--- src/rtl/nnoc_pkg.sv ---
// rtl/nnoc_pkg.sv - shared lane count, tile type and dispatcher FSM states
package nnoc_pkg;

  localparam int LANES     = 16;
  localparam int DEF_WIDTH = 16;

  typedef logic [LANES-1:0][DEF_WIDTH-1:0] tile_t;

  typedef enum logic [1:0] {
    IDLE,
    LOAD,
    WAIT
  } disp_state_e;

endpackage

--- src/rtl/tile_dispatcher_if.sv ---
// rtl/tile_dispatcher_if.sv - controller/accumulator-facing signals of the tile dispatcher
interface tile_dispatcher_if
  import nnoc_pkg::*;
#(
  parameter int WIDTH           = 16,
  parameter int MAX_INPUT_TILES = 4
) ();

  localparam int AW = $clog2(MAX_INPUT_TILES);

  logic                        wr_en;
  logic [AW-1:0]               wr_addr;
  logic [LANES-1:0][WIDTH-1:0] wr_data;
  logic                        start;
  logic [3:0]                  num_tiles;
  logic                        busy;
  logic                        done;
  logic                        err;
  logic                        act_load;
  logic [3:0]                  num_input_tiles;
  logic [LANES-1:0][WIDTH-1:0] activation_input;
  logic                        acc_ready;

  modport master (
    output wr_en, wr_addr, wr_data, start, num_tiles, acc_ready,
    input  busy, done, err, act_load, num_input_tiles, activation_input
  );

  modport slave (
    input  wr_en, wr_addr, wr_data, start, num_tiles, acc_ready,
    output busy, done, err, act_load, num_input_tiles, activation_input
  );

endinterface

--- src/rtl/tile_buffer.sv ---
// rtl/tile_buffer.sv - tile register file, one write port, one combinational read port, no reset
module tile_buffer
  import nnoc_pkg::*;
#(
  parameter  int WIDTH = 16,
  parameter  int DEPTH = 4,
  localparam int AW    = $clog2(DEPTH)
) (
  input  logic                        clk,
  input  logic                        we_i,
  input  logic [AW-1:0]               waddr_i,
  input  logic [LANES-1:0][WIDTH-1:0] wdata_i,
  input  logic [AW-1:0]               raddr_i,
  output logic [LANES-1:0][WIDTH-1:0] rdata_o
);

  logic [LANES-1:0][WIDTH-1:0] mem_q [DEPTH];

  always_ff @(posedge clk) begin
    if (we_i) begin
      mem_q[waddr_i] <= wdata_i;
    end
  end

  assign rdata_o = mem_q[raddr_i];

endmodule

--- src/rtl/tile_dispatcher.sv ---
// rtl/tile_dispatcher.sv - streams buffered tiles to the accumulator and reports completion
// Optional WAIT watchdog: define TILE_DISPATCH_TIMEOUT_EN.
module tile_dispatcher
  import nnoc_pkg::*;
#(
  parameter int WIDTH           = 16,
  parameter int MAX_INPUT_TILES = 4,
  parameter int TIMEOUT_CYCLES  = 1024
) (
  input logic               clk,
  input logic               reset,
  tile_dispatcher_if.slave  bus
);

  localparam int AW = $clog2(MAX_INPUT_TILES);

  // The tile count port is 4 bits wide, so deeper buffers cannot be addressed.
  if (MAX_INPUT_TILES < 2 || MAX_INPUT_TILES > 15 || TIMEOUT_CYCLES < 1) begin : g_cfg_check
    $error("tile_dispatcher: unsupported parameter set");
  end

  disp_state_e                 state_q, state_d;
  logic [3:0]                  idx_q, idx_d;
  logic [3:0]                  count_q, count_d;
  logic                        done_q, done_d;
  logic                        err_q, err_d;
  logic                        in_idle;
  logic                        start_ok;
  logic                        tmo_hit;
  logic [LANES-1:0][WIDTH-1:0] rd_tile;

  assign in_idle  = (state_q == IDLE);
  assign start_ok = (bus.num_tiles != 4'd0) &&
                    ({28'd0, bus.num_tiles} <= 32'(MAX_INPUT_TILES));

  tile_buffer #(
    .WIDTH (WIDTH),
    .DEPTH (MAX_INPUT_TILES)
  ) u_buf (
    .clk     (clk),
    .we_i    (bus.wr_en && in_idle),
    .waddr_i (bus.wr_addr),
    .wdata_i (bus.wr_data),
    .raddr_i (idx_q[AW-1:0]),
    .rdata_o (rd_tile)
  );

`ifdef TILE_DISPATCH_TIMEOUT_EN
  localparam int TW = $clog2(TIMEOUT_CYCLES + 1);

  logic [TW-1:0] tmo_q, tmo_d;

  always_comb begin
    tmo_d = '0;
    if (state_q == WAIT) begin
      tmo_d = tmo_q + TW'(1);
    end
  end

  always_ff @(posedge clk or negedge reset) begin
    if (!reset) begin
      tmo_q <= '0;
    end else begin
      tmo_q <= tmo_d;
    end
  end

  assign tmo_hit = (tmo_q == TW'(TIMEOUT_CYCLES - 1));
`else
  assign tmo_hit = 1'b0;
`endif

  always_comb begin
    state_d = state_q;
    idx_d   = idx_q;
    count_d = count_q;
    done_d  = 1'b0;
    err_d   = 1'b0;
    case (state_q)
      IDLE: begin
        if (bus.start) begin
          if (start_ok) begin
            state_d = LOAD;
            idx_d   = 4'd0;
            count_d = bus.num_tiles;
          end else begin
            err_d = 1'b1;
          end
        end
      end
      LOAD: begin
        idx_d = idx_q + 4'd1;
        if (idx_q == count_q - 4'd1) begin
          state_d = WAIT;
        end
      end
      WAIT: begin
        if (bus.acc_ready) begin
          done_d  = 1'b1;
          state_d = IDLE;
          count_d = 4'd0;
        end else if (tmo_hit) begin
          err_d   = 1'b1;
          state_d = IDLE;
          count_d = 4'd0;
        end
      end
      default: state_d = IDLE;
    endcase
  end

  always_ff @(posedge clk or negedge reset) begin
    if (!reset) begin
      state_q <= IDLE;
      idx_q   <= 4'd0;
      count_q <= 4'd0;
      done_q  <= 1'b0;
      err_q   <= 1'b0;
    end else begin
      state_q <= state_d;
      idx_q   <= idx_d;
      count_q <= count_d;
      done_q  <= done_d;
      err_q   <= err_d;
    end
  end

  // All outputs derive from registers so an asynchronous reset clears them at once.
  assign bus.busy             = !in_idle;
  assign bus.done             = done_q;
  assign bus.err              = err_q;
  assign bus.act_load         = (state_q == LOAD);
  assign bus.num_input_tiles  = count_q;
  assign bus.activation_input = (state_q == LOAD) ? rd_tile : '0;

endmodule

--- src/flat_wrapper.sv ---
// flat-port wrapper written by rule: the top's interface ports become plain ports
module tile_dispatcher_flat import nnoc_pkg::*;
#(
  parameter int WIDTH           = 16,
  parameter int MAX_INPUT_TILES = 4,
  parameter int TIMEOUT_CYCLES  = 1024
)
  (clk, reset, bus_wr_en, bus_wr_addr, bus_wr_data, bus_start, bus_num_tiles, bus_acc_ready, bus_busy, bus_done, bus_err, bus_act_load, bus_num_input_tiles, bus_activation_input);
  tile_dispatcher_if #(.WIDTH(WIDTH), .MAX_INPUT_TILES(MAX_INPUT_TILES)) bus_i ();
  input logic clk;
  input logic reset;
  input wire logic [$bits(bus_i.wr_en)-1:0] bus_wr_en;
  input wire logic [$bits(bus_i.wr_addr)-1:0] bus_wr_addr;
  input wire logic [$bits(bus_i.wr_data)-1:0] bus_wr_data;
  input wire logic [$bits(bus_i.start)-1:0] bus_start;
  input wire logic [$bits(bus_i.num_tiles)-1:0] bus_num_tiles;
  input wire logic [$bits(bus_i.acc_ready)-1:0] bus_acc_ready;
  output wire logic [$bits(bus_i.busy)-1:0] bus_busy;
  output wire logic [$bits(bus_i.done)-1:0] bus_done;
  output wire logic [$bits(bus_i.err)-1:0] bus_err;
  output wire logic [$bits(bus_i.act_load)-1:0] bus_act_load;
  output wire logic [$bits(bus_i.num_input_tiles)-1:0] bus_num_input_tiles;
  output wire logic [$bits(bus_i.activation_input)-1:0] bus_activation_input;
  assign bus_i.wr_en = bus_wr_en;
  assign bus_i.wr_addr = bus_wr_addr;
  assign bus_i.wr_data = bus_wr_data;
  assign bus_i.start = bus_start;
  assign bus_i.num_tiles = bus_num_tiles;
  assign bus_i.acc_ready = bus_acc_ready;
  assign bus_busy = bus_i.busy;
  assign bus_done = bus_i.done;
  assign bus_err = bus_i.err;
  assign bus_act_load = bus_i.act_load;
  assign bus_num_input_tiles = bus_i.num_input_tiles;
  assign bus_activation_input = bus_i.activation_input;
  tile_dispatcher #(.WIDTH(WIDTH), .MAX_INPUT_TILES(MAX_INPUT_TILES), .TIMEOUT_CYCLES(TIMEOUT_CYCLES)) u_core (.clk(clk), .reset(reset), .bus(bus_i));
endmodule
--- config.mk ---
export PLATFORM = sky130hd
export DESIGN_NAME = tile_dispatcher_flat
export DESIGN_NICKNAME = d
export VERILOG_FILES = /design/src/rtl/nnoc_pkg.sv /design/src/rtl/tile_dispatcher_if.sv /design/src/rtl/tile_buffer.sv /design/src/rtl/tile_dispatcher.sv /design/src/flat_wrapper.sv
export SDC_FILE = /design/constraint.sdc
export NUM_CORES = 1
export LEC_CHECK = 0
export CORE_AREA = 2 2 366 368
export DETAILED_ROUTE_END_ITERATION = 10
export DIE_AREA = 0 0 368 370
export GPL_TIMING_DRIVEN = 0
export PLACE_DENSITY = 0.51
export RECOVER_POWER = 100
export SYNTH_ARGS = -nofsm -noshare
export SYNTH_HDL_FRONTEND = slang
export SYNTH_SLANG_ARGS = --single-unit
--- constraint.sdc ---
create_clock -name clk -period 18.74 [get_ports clk]
set_clock_uncertainty 0.15 [all_clocks]
set_input_delay 1.874 -clock clk [delete_from_list [all_inputs] [get_ports clk]]
set_output_delay 1.874 -clock clk [all_outputs]
set_load 0.005 [all_outputs]
### Yosys cells after proc, flatten, opt, wreduce, memory -nomap -nowiden

Memory sizes are Yosys's and may differ from the RTL's.
Index checks and enable logic that the tools add are counted.
Widths: inputs -> output; s select.

* add/subtract/negate cells: 2
* order comparisons: 1
* equality and inequality tests: 7
* multiplexer cells: 20
* reduce and logical (&&, ||, !) cells: 10

Operators with widths (count)
* $mux 256: 1
* $mux 4: 5
* $pmux 4 s2: 2
* $mux 2: 4
* $reduce_and 4->1: 2
* $mux 1: 7
* $ne 2x2->1 const B: 3
* $pmux 2 s3: 1
* $add 4x1->4 const B: 1
* $eq 4x4->1: 1
* $le 4x3->1 const B: 1
* $reduce_bool 2->1: 2
* $reduce_bool 4->1: 1
* $sub 4x1->4 const B: 1
* $reduce_and 3->1: 1
* $eq 2x1->1 const B: 1
* $eq 2x2->1 const B: 1
* $logic_and 1x1->1: 2
* $logic_not 2->1: 1
* $ne 2x1->1 const B: 1
* $logic_not 1->1: 1

* flip-flop bits (word level): 12
* memory bits (writable): 1024
* input bits: 267
* output and inout port bits: 264
* memories: 1

Memories
* u_core.u_buf.mem_q: depth 4, bits a word 256, read ports 1, clocked after Yosys merged registers in 0, wr ports 1, line tile_buffer.sv:17 `logic [LANES-1:0][WIDTH-1:0] mem_q [DEPTH];`

### Logic depth before layout (Yosys ltp)

Gate-level depths: netlist of run 1.

* depth after elaboration: 5
* gate-level depth with buffers: 6

### Modules after synthesis

From an unflattened synthesis of run 1, not the netlist that was laid out.

* cells, all modules: 1691
* area total of the unflattened synthesis: 39600.5 um2

Modules (own cells, without submodules)
* tile_buffer: times used 1, cells an instance 1341, area an instance 37216.9 um2, sequential area each 30749.5 um2
* tile_dispatcher: times used 1, cells an instance 350, area an instance 2383.5 um2, sequential area each 300.3 um2

### Least setup slack after synthesis of run 1

Ideal clock, no wire load.

* path kind: input port to flip-flop
* start: input bus_wr_en
* end: memory u_core.u_buf.mem_q[0][0] (netlist bit), enable pin
* library setup time: 1244 ps
* arrival: 20648 ps
* data required time: 17346 ps
* setup slack: -3303 ps
* stages: 2
* path buffers: 0
* cell sequence: nor3b_1 -> nor3b_1

* word-level cells in the longest chain between the ends: 3

RTL lines
* start: declaration: line flat_wrapper.sv:12 `input wire logic [$bits(bus_i.wr_en)-1:0] bus_wr_en;`
* $logic_and 1x1->1: line tile_dispatcher.sv:41 `.we_i (bus.wr_en && in_idle),`
* $mux 1: line tile_buffer.sv:20 `if (we_i) begin`
* $mux 1 (implied by the code): line tile_buffer.sv:21 `mem_q[waddr_i] <= wdata_i;`
* end: declaration: line tile_buffer.sv:17

Every way passes these cells.

### Worst setup path after layout of run 1

* start: input bus_wr_en
* end: memory u_core.u_buf.mem_q[1][98] (netlist bit), enable pin

Same word-level chain as after synthesis.

==> flow_metrics.py, run 1 <==
metrics = {
    "die": {
        "start_util": 0.298,
        "num_rows": 134,
        "dieArea_um2": 136000,
        "die_h_um": 370,
        "pin_count": 531,
        "fp.dieW_um": 368,
        "core_area_um2": 132000,
    },
    "finish": {
        "final_nets": 2665,
        "area_growth_pct": 28.5,
        "drive_gt1_frac": 0.182,
        "nFillCells": 12100,
        "stdcell_count": 4271,
        "fin_util": 0.382,
    },
    "timing": {
        "finalCriticalPeriod_ns": 9.72,
        "hold_viol_final": 0,
        "hold_ws_ns": 0.409,
        "fmax_mhz": 103,
        "drv_slew": 717,
        "min_period_over_period": 0.519,
        "relSlewSlack": -1.36,
        "finalSetupViolCount": 0,
        "rsz0062_at_grt": "no",
        "worst_pin_slew_ns": 3.54,
        "finalWorstSetupSlack_ns": 9.02,
    },
    "synthesis": {
        "synth_mux_area_frac": 0.147,
        "synth_edf_count": 1024,
        "yosysTopAreaCellShare": 0.780,
        "synth_fa_ha_area_frac": 0.000635,
        "synth_cell_types": 35,
        "ys.flop_type": "edfxtp_1",
        "yosys-top-cells-area": "edfxtp_1 78%, mux4_2 15%, and2_1 4.1%",
        "syn-instance-count": 1704,
        "yosysMostFrequentCell": "edfxtp_1",
        "synth_xor_area_frac": 0.00146,
        "synth-simple-area-share": 0.0451,
        "yosysSeqAreaShare": 0.788,
        "yosysWarnings": 0,
        "synthesis.area_um2": 39400,
        "ys_top_cells_by_count": "1,024 x edfxtp_1, 256 x and2_1, 256 x mux4_2, 35 x clkbuf_1, 31 x buf_2",
        "synthArstFlopShare": 0.0116,
        "syn-num-nets": 1973,
        "synth-compound-area-share": 0.00321,
        "synth_area_per_cell_um2": 23.1,
        "synth_seq_cells": 1036,
        "synth_top_cell_by_area": "edfxtp_1",
        "synth_top_family_by_area": "multiplexers",
    },
    "clocking": {
        "clk_pin_slew_ns": 0.06,
        "cts.repair.resized": 0,
        "cts_root_buf": "clkbuf_16",
        "cts_hold_buf": 0,
        "clk_latency_ns": 0.71,
        "numCtsBuffers": 111,
        "cts_buffer_depth": 3,
        "cts_setup_buffers": 0,
        "clock_sinks": 1036,
        "htree_levels": 3,
        "tritoncts": "built",
    },
    "global_route": {
        "grt_max_degree": 52,
        "grt-ovfl-total": 0,
        "grt_pass1_wl_mm": 141,
        "grt_pass1_vias": 20600,
        "grtUsageTotal": 0.141,
        "antenna_found_initial": 67,
    },
    "min_path": {
        "hp-class": "flop to flop",
    },
    "worst_setup_path": {
        "arrival_ns": 9.88,
        "critPathMostFrequentCell": "clkbuf_1",
        "worstPathMaxFanout": 26,
        "critPathRequiredTime_ns": 18.90,
        "crit_type": "input port to flop",
        "rr_worst_depth": 9,
        "cp.depth": 9,
        "ff2ff_setup_slack_ns": 10.05,
        "critical-path-max-stage-delay_ns": 1.39,
        "r2r-start": "u_core.state_q[0]",
        "crit_path_end_kind": "flop",
        "crit_family": "buffers and inverters",
        "critical-path-slowest-cell": "clkbuf_1",
        "critical_path.endpoint": "u_core.u_buf.mem_q[1][98]",
        "cp.buffers_inverters": 6,
        "critPathLaunch": "bus_wr_en",
        "r2r_end": "u_core.u_buf.mem_q[1][98]",
        "worstPathCellList": "dlygate4sd3_1, nor3b_1, nand2_1, nor2_1, clkbuf_1, clkbuf_1, clkbuf_1, clkbuf_1, clkbuf_1",
        "critical_path.startpoint_type": "input port",
    },
    "pwr": {
        "report.power.total_mw": 7.35,
        "powerDensity_nw_per_um2": 145,
        "ir_drop_mv": 0.110,
        "p_leak_nw": 16.1,
    },
    "route": {
        "vias": 19300,
        "route.detailed.drc": 0,
        "ant_nets": 0,
        "routedWlPerCell_um": 22.7,
        "routed_wl_mm": 97.2,
        "first_iter_violations": 1122,
        "viasPerCell": 4.52,
        "drt-pass1-iter-count": 4,
    },
    "outcome": {
        "violations": "capacitance limit, slew limit",
        "outcome": "complete, but fails checks",
    },
    "placement": {
        "place.gp.congestion": 0.748,
        "dpl.hpwl_mm": 67.0,
        "dp_cells": 4051,
        "numPortBuffers": 530,
        "place_ws_ns": 13.35,
    },
    "run": {
        "maxCapViolCount": 25,
    },
}
==> how the worst min path moves through the flow <==
stage,depth (start not counted),endpoint,start,slack [ns]
after CTS,2,u_core.bus.num_input_tiles[3],u_core.bus.num_input_tiles[3],0.42
after detailed placement,2,u_core.bus.num_input_tiles[3],u_core.bus.num_input_tiles[3],0.41
after global routing,2,u_core.bus.num_input_tiles[3],u_core.bus.num_input_tiles[3],0.44
after global placement,2,u_core.bus.num_input_tiles[3],u_core.bus.num_input_tiles[3],0.41
after floorplan,2,u_core.bus.num_input_tiles[3],u_core.bus.num_input_tiles[3],0.37
final,2,u_core.bus.num_input_tiles[3],u_core.bus.num_input_tiles[3],0.41
==> cells by family after synthesis <==
family	count (synthesis)
compound gates	17
xor+xnor	5
fa+ha+maj	2
buf+inv	99
flops	1036
mux	258
simple gates	287
==> final cells by class <==
type                            count  area, um^2  share of cell area
Buffer                             90         536              0.0106
Multi-Input combinational cell    569        7770               0.153
Clock buffer                      135        2960              0.0585
Timing Repair Buffer              579        5490               0.108
Tap cell                         1768        2210              0.0437
Sequential cell                  1036       31000               0.613
Clock inverter                     66         562              0.0111
Antenna cell                       19        47.5            0.000939
Inverter                            9        33.8            0.000667
==> tightest hold or removal path, delay by kind of cell, from the launching register on <==
family	cells	cell delay, ns
flip-flops	1	0.42
AO/OA/AOI/OAI	1	0.04
buffers and inverters	1	0.07
==> cell usage in the layout (no fill, tap or decap), types with 2 or more instances in the layout <==
cell type / instances
mux2i_1: 2
ha_1: 2
o311ai_0: 4
o32ai_1: 2
nor2b_1: 3
xor2_1: 2
nor3b_1: 3
dfrtp_1: 12
nand3b_1: 2
clkbuf_8: 3
buf_6: 23
clkbuf_1: 116
and3_1: 2
clkinv_2: 20
clkdlybuf4s50_1: 142
and2_1: 133
dlygate4sd3_1: 388
mux4_2: 256
and2_0: 123
o21ai_0: 6
bufinv_16: 9
nand2_1: 6
inv_1: 9
xnor2_1: 2
clkbuf_16: 114
nand3_1: 2
nor3_1: 2
edfxtp_1: 1024
inv_6: 3
nor4b_1: 2
buf_2: 17
clkinv_1: 28
nor2_1: 6
diode_2: 19
clkinv_4: 5
==> per-layer routing <==
layer | global-route usage | wire [um] | vias up
met1 | 0.166 | 36900 | 10000
met5 | 0 | 269 | -
met4 | 0.0369 | 2260 | 42
met2 | 0.245 | 49800 | 577
li1 | - | - | 8453
met3 | 0.0519 | 7950 | 206
==> per-stage QoR <==
stage               area (um^2)  setup TNS [ns]
floorplan                 39400               0
global placement          46900        -4229.10
detailed placement        48000               0
CTS                       51500               0
global route              50600               0
finish                    50700               0
==> sequential cells by signal, summed over array words and instances, names as in the netlist <==
| register | cells |
|---|---|
| u_core.bus.err | 1 |
| u_core.idx_q | 4 |
| u_core.state_q | 2 |
| u_core.u_buf.mem_q | 1024 |
| u_core.bus.num_input_tiles | 4 |
| u_core.bus.done | 1 |
==> where the power goes <==
part,switching [mW],total [mW],internal [mW]
Combinational,1.15,2.47,1.32
Clock,0.873,2.11,1.24
Sequential,0.0360,2.77,2.73
Total,2.06,7.35,5.29
No activity file was read; power rests on OpenSTA's default activity.
==> run 2: changes to the inputs <==
- clock period: 18.74 -> 8.2 ns (I/O delays scaled with it)
==> run 2 against run 1 <==
  * The run still ends with capacitance limit, slew limit left
  * Worst setup slack lost 6.9 ns
  * Hold slack improved by 0.0074 ns
  * Critical path depth decreased by 4
  * Clock power increased by 140%
  * Combinational power grew 130%
  * Design area is 0.97% higher
  * Utilization increased by 0.37 points
  * Register-to-register slack worse by 7.9 ns
  * First-iteration DRC count is 4.9% higher
  * Via count grew 0.68%
  * Sequential cell count is the same
  * Largest cell class unchanged
==> flow_metrics.py, run 2 (synthesis results as in run 1) <==
metrics = {
    "route": {
        "vias": 19500,
        "routed_wl_mm": 98.7,
        "viasPerCell": 4.54,
        "ant_nets": 0,
        "routedWlPerCell_um": 23.1,
        "route.detailed.drc": 0,
        "drt-pass1-iter-count": 4,
        "first_iter_violations": 1177,
    },
    "pwr": {
        "report.power.total_mw": 17.0,
        "seqPwrFrac": 0.371,
        "ir_drop_mv": 0.197,
        "share_comb_of_total_power": 0.333,
        "internal_power_mw": 12.2,
        "power_frac_clock": 0.296,
        "powerDensity_nw_per_um2": 333,
        "p_sw_mw": 4.79,
        "p_leak_nw": 16.4,
        "swShare": 0.281,
    },
    "outcome": {
        "outcome": "complete, but fails checks",
        "violations": "capacitance limit, slew limit",
    },
    "finish": {
        "final_nets": 2669,
        "fin_area_um2": 51100,
        "largest_reg_flops": 1024,
        "final_cell_mix": "1,024 x edfxtp_1, 401 x dlygate4sd3_1, 256 x mux4_2, 150 x and2_1, 129 x clkdlybuf4s50_1",
        "drive_gt1_frac": 0.191,
        "nFillCells": 12000,
        "area_growth_pct": 29.8,
        "mostFrequentLayoutCell": "edfxtp_1",
        "regMostFlops": "u_core.u_buf.mem_q",
    },
    "worst_setup_path": {
        "crit_type": "flop to flop",
        "cp.buffers_inverters": 3,
        "critical-path-slowest-cell": "clkbuf_1",
        "critPathRequiredTime_ns": 8.41,
        "critical_path.startpoint_type": "flop",
        "ff2ff_setup_slack_ns": 2.15,
        "worstPathCellList": "clkbuf_1, nor3b_1, and3_1, clkbuf_1, buf_12",
        "crit_family": "buffers and inverters",
        "worstPathMaxFanout": 41,
        "arrival_ns": 6.26,
        "critPathMostFrequentCell": "clkbuf_1",
        "crit_path_end_kind": "flop",
        "critical-path-max-stage-delay_ns": 2.14,
    },
    "timing": {
        "fmax_mhz": 165,
        "relSlewSlack": -0.925,
        "fin_tns_setup_ns": 0,
        "worst_pin_slew_ns": 2.89,
        "rsz0062_at_grt": "no",
        "hold_viol_final": 0,
        "min_period_over_period": 0.738,
        "finalCriticalPeriod_ns": 6.05,
        "finalSetupViolCount": 0,
        "drv_slew": 335,
    },
    "clocking": {
        "tritoncts": "built",
        "cts.repair.resized": 0,
        "cts_root_buf": "clkbuf_16",
        "clk_latency_ns": 0.68,
        "cts_setup_buffers": 0,
        "clock_sinks": 1036,
        "htree_levels": 3,
        "cts_buffer_depth": 3,
        "cts_hold_buf": 0,
        "clk_pin_slew_ns": 0.06,
        "numCtsBuffers": 113,
    },
    "run": {
        "maxCapViolCount": 14,
    },
    "die": {
        "fp.dieW_um": 368,
        "core_area_um2": 132000,
        "die_h_um": 370,
        "dieArea_um2": 136000,
        "pin_count": 531,
        "num_rows": 134,
        "start_util": 0.298,
    },
    "placement": {
        "dpl.hpwl_mm": 68.4,
        "dpl_cell_area_um2": 48000,
        "place.gp.congestion": 0.761,
        "numPortBuffers": 530,
    },
    "global_route": {
        "grt_pass1_vias": 21000,
        "grtUsageTotal": 0.144,
        "grt-ovfl-total": 0,
        "antenna_found_initial": 66,
        "grt_max_degree": 54,
        "grt_pass1_wl_mm": 143,
    },
    "min_path": {
        "hp-class": "input port to asynchronous set/reset pin",
    },
}
run 2: cell count changes in the layout (fill, tap and decap cells not counted), moves of 5 or more:
cell / before / now
and2_0: 123 / 106
and2_1: 133 / 150
buf_12: 0 / 7
buf_16: 0 / 7
bufinv_16: 9 / 14
clkbuf_1: 116 / 99
clkdlybuf4s50_1: 142 / 129
clkinv_2: 20 / 25
diode_2: 19 / 24
dlygate4sd3_1: 388 / 401
run 2: final cells by class:
type / instances / area, um^2 / area share
Inverter: 9 / 33.8 / 0.000660
Antenna cell: 24 / 60.1 / 0.00117
Sequential cell: 1036 / 31000 / 0.607
Multi-Input combinational cell: 569 / 7770 / 0.152
Tap cell: 1768 / 2210 / 0.0432
Clock inverter: 80 / 772 / 0.0151
Timing Repair Buffer: 581 / 5800 / 0.113
Clock buffer: 127 / 2920 / 0.0571
Buffer: 90 / 532 / 0.0104
run 2: worst reg2reg max path: cells and delay by family, from the launching register on:
family / cells / cell delay, ns
DFF: 1 / 0.39
and+or+nand+nor: 2 / 2.42
buffers and inverters: 3 / 2.71
run 2: power by group through the flow:
stage               Sequential (mW)  Clock (mW)  Combinational [mW]
finish                         6.31        5.04                5.68
global route                   6.34        5.40                6.20
detailed placement             6.42           0                6.18
CTS                            6.31        5.20                6.21
global placement               6.54           0                6.07
floorplan                      6.46           0                2.91
run 2: final timing paths:
check / startpoint / end / cells past startpoint
worst max-delay path: u_core.state_q[0] / u_core.u_buf.mem_q[3][183] / 5
min in group clk: u_core.bus.num_input_tiles[3] / u_core.bus.num_input_tiles[3] / 2
worst min-delay path: reset / u_core.bus.err / 1
worst min register to register: u_core.bus.num_input_tiles[3] / u_core.bus.num_input_tiles[3] / 2
max in group asynchronous: reset / u_core.idx_q[1] / 1
worst max register to register: u_core.state_q[0] / u_core.u_buf.mem_q[3][183] / 5
run 2: per-stage QoR:
stage	instances	hold slack [ns]	setup slack, ns	util
global route	4271	0.391	1.62	0.386
detailed placement	4053	0.405	3.83	0.363
floorplan	1704	0.374	0.103	-
finish	4284	0.416	2.15	0.386
global placement	4002	0.406	-6.63	0.355
CTS	4260	0.280	3.04	0.391
run 2: metal layers:
layer | vias to the layer above | GRT usage | routed length (um) | part of all wire
li1 | 8436 | - | - | -
met1 | 10200 | 0.169 | 38000 | 0.38
met2 | 594 | 0.244 | 49700 | 0.50
met3 | 216 | 0.0564 | 8350 | 0.085
met4 | 44 | 0.0415 | 2530 | 0.026
met5 | - | 0 | 255 | 0.0026
==> RTL change 1, RTL diff (flow settings as in run 2) <==
`MAX_INPUT_TILES` is set to 4 in 3 places; all go to 2.
--- a/src/rtl/tile_dispatcher_if.sv
+++ b/src/rtl/tile_dispatcher_if.sv
@@ -3,7 +3,7 @@
   import nnoc_pkg::*;
 #(
   parameter int WIDTH           = 16,
-  parameter int MAX_INPUT_TILES = 4
+  parameter int MAX_INPUT_TILES = 2
 ) ();
 
   localparam int AW = $clog2(MAX_INPUT_TILES);
--- a/src/rtl/tile_dispatcher.sv
+++ b/src/rtl/tile_dispatcher.sv
@@ -4,7 +4,7 @@
   import nnoc_pkg::*;
 #(
   parameter int WIDTH           = 16,
-  parameter int MAX_INPUT_TILES = 4,
+  parameter int MAX_INPUT_TILES = 2,
   parameter int TIMEOUT_CYCLES  = 1024
 ) (
   input logic               clk,
--- a/src/flat_wrapper.sv
+++ b/src/flat_wrapper.sv
@@ -2,7 +2,7 @@
 module tile_dispatcher_flat import nnoc_pkg::*;
 #(
   parameter int WIDTH           = 16,
-  parameter int MAX_INPUT_TILES = 4,
+  parameter int MAX_INPUT_TILES = 2,
   parameter int TIMEOUT_CYCLES  = 1024
 )
   (clk, reset, bus_wr_en, bus_wr_addr, bus_wr_data, bus_start, bus_num_tiles, bus_acc_ready, bus_busy, bus_done, bus_err, bus_act_load, bus_num_input_tiles, bus_activation_input);
Ports: changed (resized bus_wr_addr); port bits go from 531 to 530. The function was not compared with the original's and may differ.
==> RTL change 1 against run 2 <==
- the run still ends with capacitance limit, slew limit left
- via count down 39%
- first-iteration DRC count decreased by 54%
- non-clock buffer count shrank 69
- final area fell by 42%
- critical path depth increased by 2
- power down 46%
- routed wire length decreased by 38%
- setup slack improved by 0.51 ns
- sequential power fell by 45%
- sequential cell count fell by 512
- worst hold slack lost 0.042 ns
- global-route usage is 5.6 points lower
- area after synthesis is 50% lower
- critical endpoint is now u_core.u_buf.mem_q[0][238]$_DFFE_PP_
==> RTL change 1: results (changes against run 2) <==
reg2reg path depth=7 (+2); GR met3 Demand/Resource=0.0441 (-0.0122); first-pass GRT wire length=86,300 um (-40%); clock share of power=0.313 (+0.017); met1 wire length=23,500 um (-38%); Critical Path Fanout Max=28 (-32%); Post-synth EDFFs=512 (-50%); CP peak stage delay=1.30 ns (-0.84 ns); DR WL/cell=17.0 um (-26%); wire length on met2=29,500 um (-41%); Worst VDD drop=0.180 mV (-8.4%); initial antenna violation count=32 (-52%); GR Util met1=0.0965 (-0.0724); Synthesized Nets=1,412 (-28%); largest net degree at the start of global routing=57 (+5.6%); layout cells sized above 1=0.0743 (-0.117); Max Slew Vio Count=199 (-41%); met3 routed wirelength=6670 um (-20%); Avg Synthesized Cell Area=17.3 sq um (-25%); status=finished with violations; FF-to-FF End=u_core.u_buf.mem_q[0][238]$_DFFE_PP_; Seq/Total Area, Yosys=0.790 (+0.00193); Synth area leaders=edfxtp_1, mux2i_1, nor2_1; Top reg by flops=u_core.u_buf.mem_q; failing checks=capacitance limit, slew limit; leak pwr=11.2 nW (-32%); clk_lat worst skew=0.62 ns (-0.06 ns); Routed WL=61,200 um (-38%); Comb pwr share=0.308 (-0.025); max FFs per register=512 (-50%); Synth cell types=26 (-26%); Port Buf Inserts=529 (-0.19%); fillcell total=13,956 (+16%); Hold WC Path Type=reg2reg; placed cells=3,456 (-15%); commonest cells in the netlist=edfxtp_1, nor2_1, mux2i_1; Post-synth ARST share=0.0229 (+0.0113); hold depth=1; fin worst setup slack=2.66 ns (+0.512 ns); Worst Path Arrival=5.72 ns (-0.54 ns); Total Routing Usage GR=0.0881 (-0.0558); Max Cap Viol=6 (-8); Post-DP HPWL=44,700 um (-35%); dpl ws=4.67 ns (+0.841 ns); CTS buffer count=67 (-41%); Least-Margin Pin Slew=3.69 ns (+0.800 ns); M2 GR Usage=0.146 (-0.0984)
[RTL change 1: cell types whose count changed after synthesis, moves of 6 or more]
cell and delta:
clkbuf_1 -31, mux2i_1 +254, buf_6 -22, mux4_2 -256, edfxtp_1 -512, buf_2 +6, nor2_1 +254, and2_1 -256
buf_4 +15
[RTL change 1: layout make-up]
type | count | area, sq um | share of cell area
Antenna cell | 21 | 52.6 | 0.00177
Buffer | 58 | 300 | 0.0101
Clock buffer | 82 | 1800 | 0.0604
Clock inverter | 34 | 350 | 0.0118
Inverter | 6 | 22.5 | 0.000757
Multi-Input combinational cell | 556 | 3810 | 0.128
Sequential cell | 524 | 15700 | 0.527
Tap cell | 1768 | 2210 | 0.0744
Timing Repair Buffer | 544 | 5520 | 0.186
[RTL change 1: worst reg2reg max path, stage by stage, from the launching register on]
cell and delay (ns):
dfrtp_1 0.42, nor2_1 0.55, nand2_1 0.12, nor2_1 1.15, clkbuf_1 0.97, clkbuf_1 1.31
buf_12 0.36, buf_16 0.21
[RTL change 1: cells by family (layout without fill, tap and decap cells)]
group                    after synthesis  count (layout)  synth area share
buffers and inverters                 64             724            0.0178
multiplexers                         256             256             0.129
AND/OR/NAND/NOR                      281             281            0.0555
AO/OA/AOI/OAI                         10              10           0.00334
other                                  0              21                 0
adder cells (fa/ha/maj)                2               2           0.00126
flip-flops                           524             524             0.790
XOR/XNOR                               7               7           0.00309
[RTL change 1: stage by stage]
stage	hold WS (ns)	util	setup TNS [ns]	power, W	instance area, sq um
3_3_place_gp	0.351	0.207	-2571.31	0.00683	27400
6_report	0.374	0.225	0	0.00920	29700
3_5_place_dp	0.363	0.209	0	0.00671	27700
4_1_cts	0.337	0.225	0	0.00968	29800
5_1_grt	0.400	0.224	0	0.00975	29700
2_1_floorplan	0.328	-	0	0.00504	19800
==> RTL change 2, RTL diff (flow settings as in run 2) <==
Made on the original files. Add a define of `TILE_DISPATCH_TIMEOUT_EN`.
--- a/src/rtl/tile_dispatcher.sv
+++ b/src/rtl/tile_dispatcher.sv
@@ -1,5 +1,7 @@
 // rtl/tile_dispatcher.sv - streams buffered tiles to the accumulator and reports completion
 // Optional WAIT watchdog: define TILE_DISPATCH_TIMEOUT_EN.
+`define TILE_DISPATCH_TIMEOUT_EN
+
 module tile_dispatcher
   import nnoc_pkg::*;
 #(
Function: not settled (the Yosys comparison gave no result); the edit may change what the design does.
==> RTL change 2 against run 2 <==
- the run still ends with capacitance limit, slew limit left
- final area grew 1.3%
- sequential cell count up 11
- final cell count increased by 1.1%
- first-iteration DRC count decreased by 9.5%
- area after synthesis grew 1.1%
- setup slack worse by 0.024 ns
- power grew 0.19%
- non-clock buffer count grew 14
- routed wire length grew 1.9%
==> RTL change 2: results (changes against run 2) <==
Synth Flop Type=edfxtp_1; fillcell total=12,004 (-0.23%); leak pwr=16.6 nW (+1.5%); Nets=2,723 (+2.0%); Max Slew Vio Count=225 (-33%); Post-DP HPWL=70,700 um (+3.3%); Worst Path Arrival=6.34 ns (+0.08 ns); Max Buffers Root-to-Sink=3 (unchanged); Regs by FF count=u_core.u_buf.mem_q x1024, u_core.tmo_q x11; status=finished with violations; first-pass GRT wire length=147,000 um (+2.9%); synth warn=0 (unchanged); via count=19,766 (+1.6%); Synthesized Nets=2,011 (+1.9%); initial antenna violation count=61 (-7.6%); Port Buf Inserts=530 (unchanged); Synth cell types=39 (+11%); vias in the first global route=21,562 (+2.7%); Resized cells post-CTS=0 (unchanged); sw frac=0.285 (+0.00359); Root Driver=clkbuf_16; CP peak stage delay=1.33 ns (-0.81 ns); clk_lat worst skew=0.71 ns (+0.03 ns); H-tree lvl count=3 (unchanged); Max Cap Viol=11 (-3); Top Family by Delay on Critical Path=buffers and inverters; CTS buffer count=114 (+0.88%); number of setup buffers added after CTS=0 (unchanged); DR WL/cell=23.2 um (+0.78%); CP max stage cell=nor3_1; failing checks=capacitance limit, slew limit; Critical Path Fanout Max=15 (-63%); Post-synth EDFFs=1,024 (unchanged); Synth area leaders=edfxtp_1, mux4_2, and2_1; commonest cells in the netlist=edfxtp_1, and2_1, mux4_2; Post-synth ARST share=0.0220 (+0.0104); placer congestion estimate=0.769 (+1.0%); drt first-iter violations=1,065 (-9.5%); Seq/Total Area, Yosys=0.786 (-0.00155); clk slew on worst S/H paths=0.06 ns (about the same); Total Routing Usage GR=0.147 (+0.00291); Worst VDD drop=0.238 mV (+21%); Pre-Repair DR Iteration Count=6 (+2); layout cells sized above 1=0.192 (about the same); largest net degree at the start of global routing=27 (-50%); Least-Margin Pin Slew=2.09 ns (-0.796 ns); Hold WC Path Type=reg2reg
-- RTL change 2: kinds of logic (layout without fill, tap and decap cells) --
family,after synthesis,in the layout,synth area share
flops,1047,1047,0.786
simple gates,308,308,0.0470
mux,257,257,0.145
buf+inv,96,902,0.0146
compound gates,17,17,0.00330
xor+xnor,13,13,0.00286
fa+ha+maj,3,3,0.000942
other cells,0,17,0
-- RTL change 2: power groups by stage --
stage | sequential (W) | combinational (W) | clock [W]
after CTS | 0.00639 | 0.00629 | 0.00510
after global placement | 0.00671 | 0.00608 | 0
after detailed placement | 0.00650 | 0.00626 | 0
after global routing | 0.00642 | 0.00625 | 0.00530
after floorplan | 0.00658 | 0.00293 | 0
final | 0.00639 | 0.00575 | 0.00493
-- RTL change 2: through the flow --
stage | hold slack, ns | area (sq um) | setup slack [ns] | cells
floorplan | 0.283 | 39900 | -3.38 | 1741
global placement | 0.299 | 47400 | -14.02 | 4039
detailed placement | 0.304 | 48800 | 3.84 | 4105
CTS | 0.310 | 52400 | 3.19 | 4315
global route | 0.331 | 51800 | 1.63 | 4323
finish | 0.307 | 51800 | 2.12 | 4332
-- RTL change 2: worst paths after layout --
| kind | cells past startpoint | slack [ns] | start | endpoint |
|---|---|---|---|---|
| max reg2reg | 8 | 2.12 | u_core.state_q[1]$_DFFE_PN0P_ | u_core.u_buf.mem_q[0][237]$_DFFE_PP_ |
| min reg2reg | 1 | 0.31 | u_core.tmo_q[0]$_DFF_PN0_ | u_core.tmo_q[0]$_DFF_PN0_ |
| min | 1 | 0.31 | u_core.tmo_q[0]$_DFF_PN0_ | u_core.tmo_q[0]$_DFF_PN0_ |
| max | 8 | 2.12 | u_core.state_q[1]$_DFFE_PN0P_ | u_core.u_buf.mem_q[0][237]$_DFFE_PP_ |
| min in group asynchronous | 1 | 0.59 | reset | u_core.bus.err$_DFF_PN0_ |
| max in group asynchronous | 1 | 6.65 | reset | u_core.tmo_q[3]$_DFF_PN0_ |
-- RTL change 2: cell type report --
| cell class | instances | area (sq um) | share of cell area |
|---|---|---|---|
| Antenna cell | 17 | 42.5 | 0.000821 |
| Buffer | 89 | 504 | 0.00974 |
| Sequential cell | 1047 | 31300 | 0.605 |
| Tap cell | 1768 | 2210 | 0.0427 |
| Timing Repair Buffer | 596 | 6170 | 0.119 |
| Clock inverter | 67 | 562 | 0.0108 |
| Multi-Input combinational cell | 598 | 7920 | 0.153 |
| Inverter | 7 | 26.3 | 0.000507 |
| Clock buffer | 143 | 3030 | 0.0584 |
-- RTL change 2: metal layers --
metal	track usage	vias up	routed length, um	share of wire
li1	-	8598	-	-
met5	0	-	287	0.0029
met4	0.0415	42	2140	0.021
met1	0.177	10347	39600	0.39
met3	0.0504	190	8040	0.080
met2	0.249	589	50600	0.50
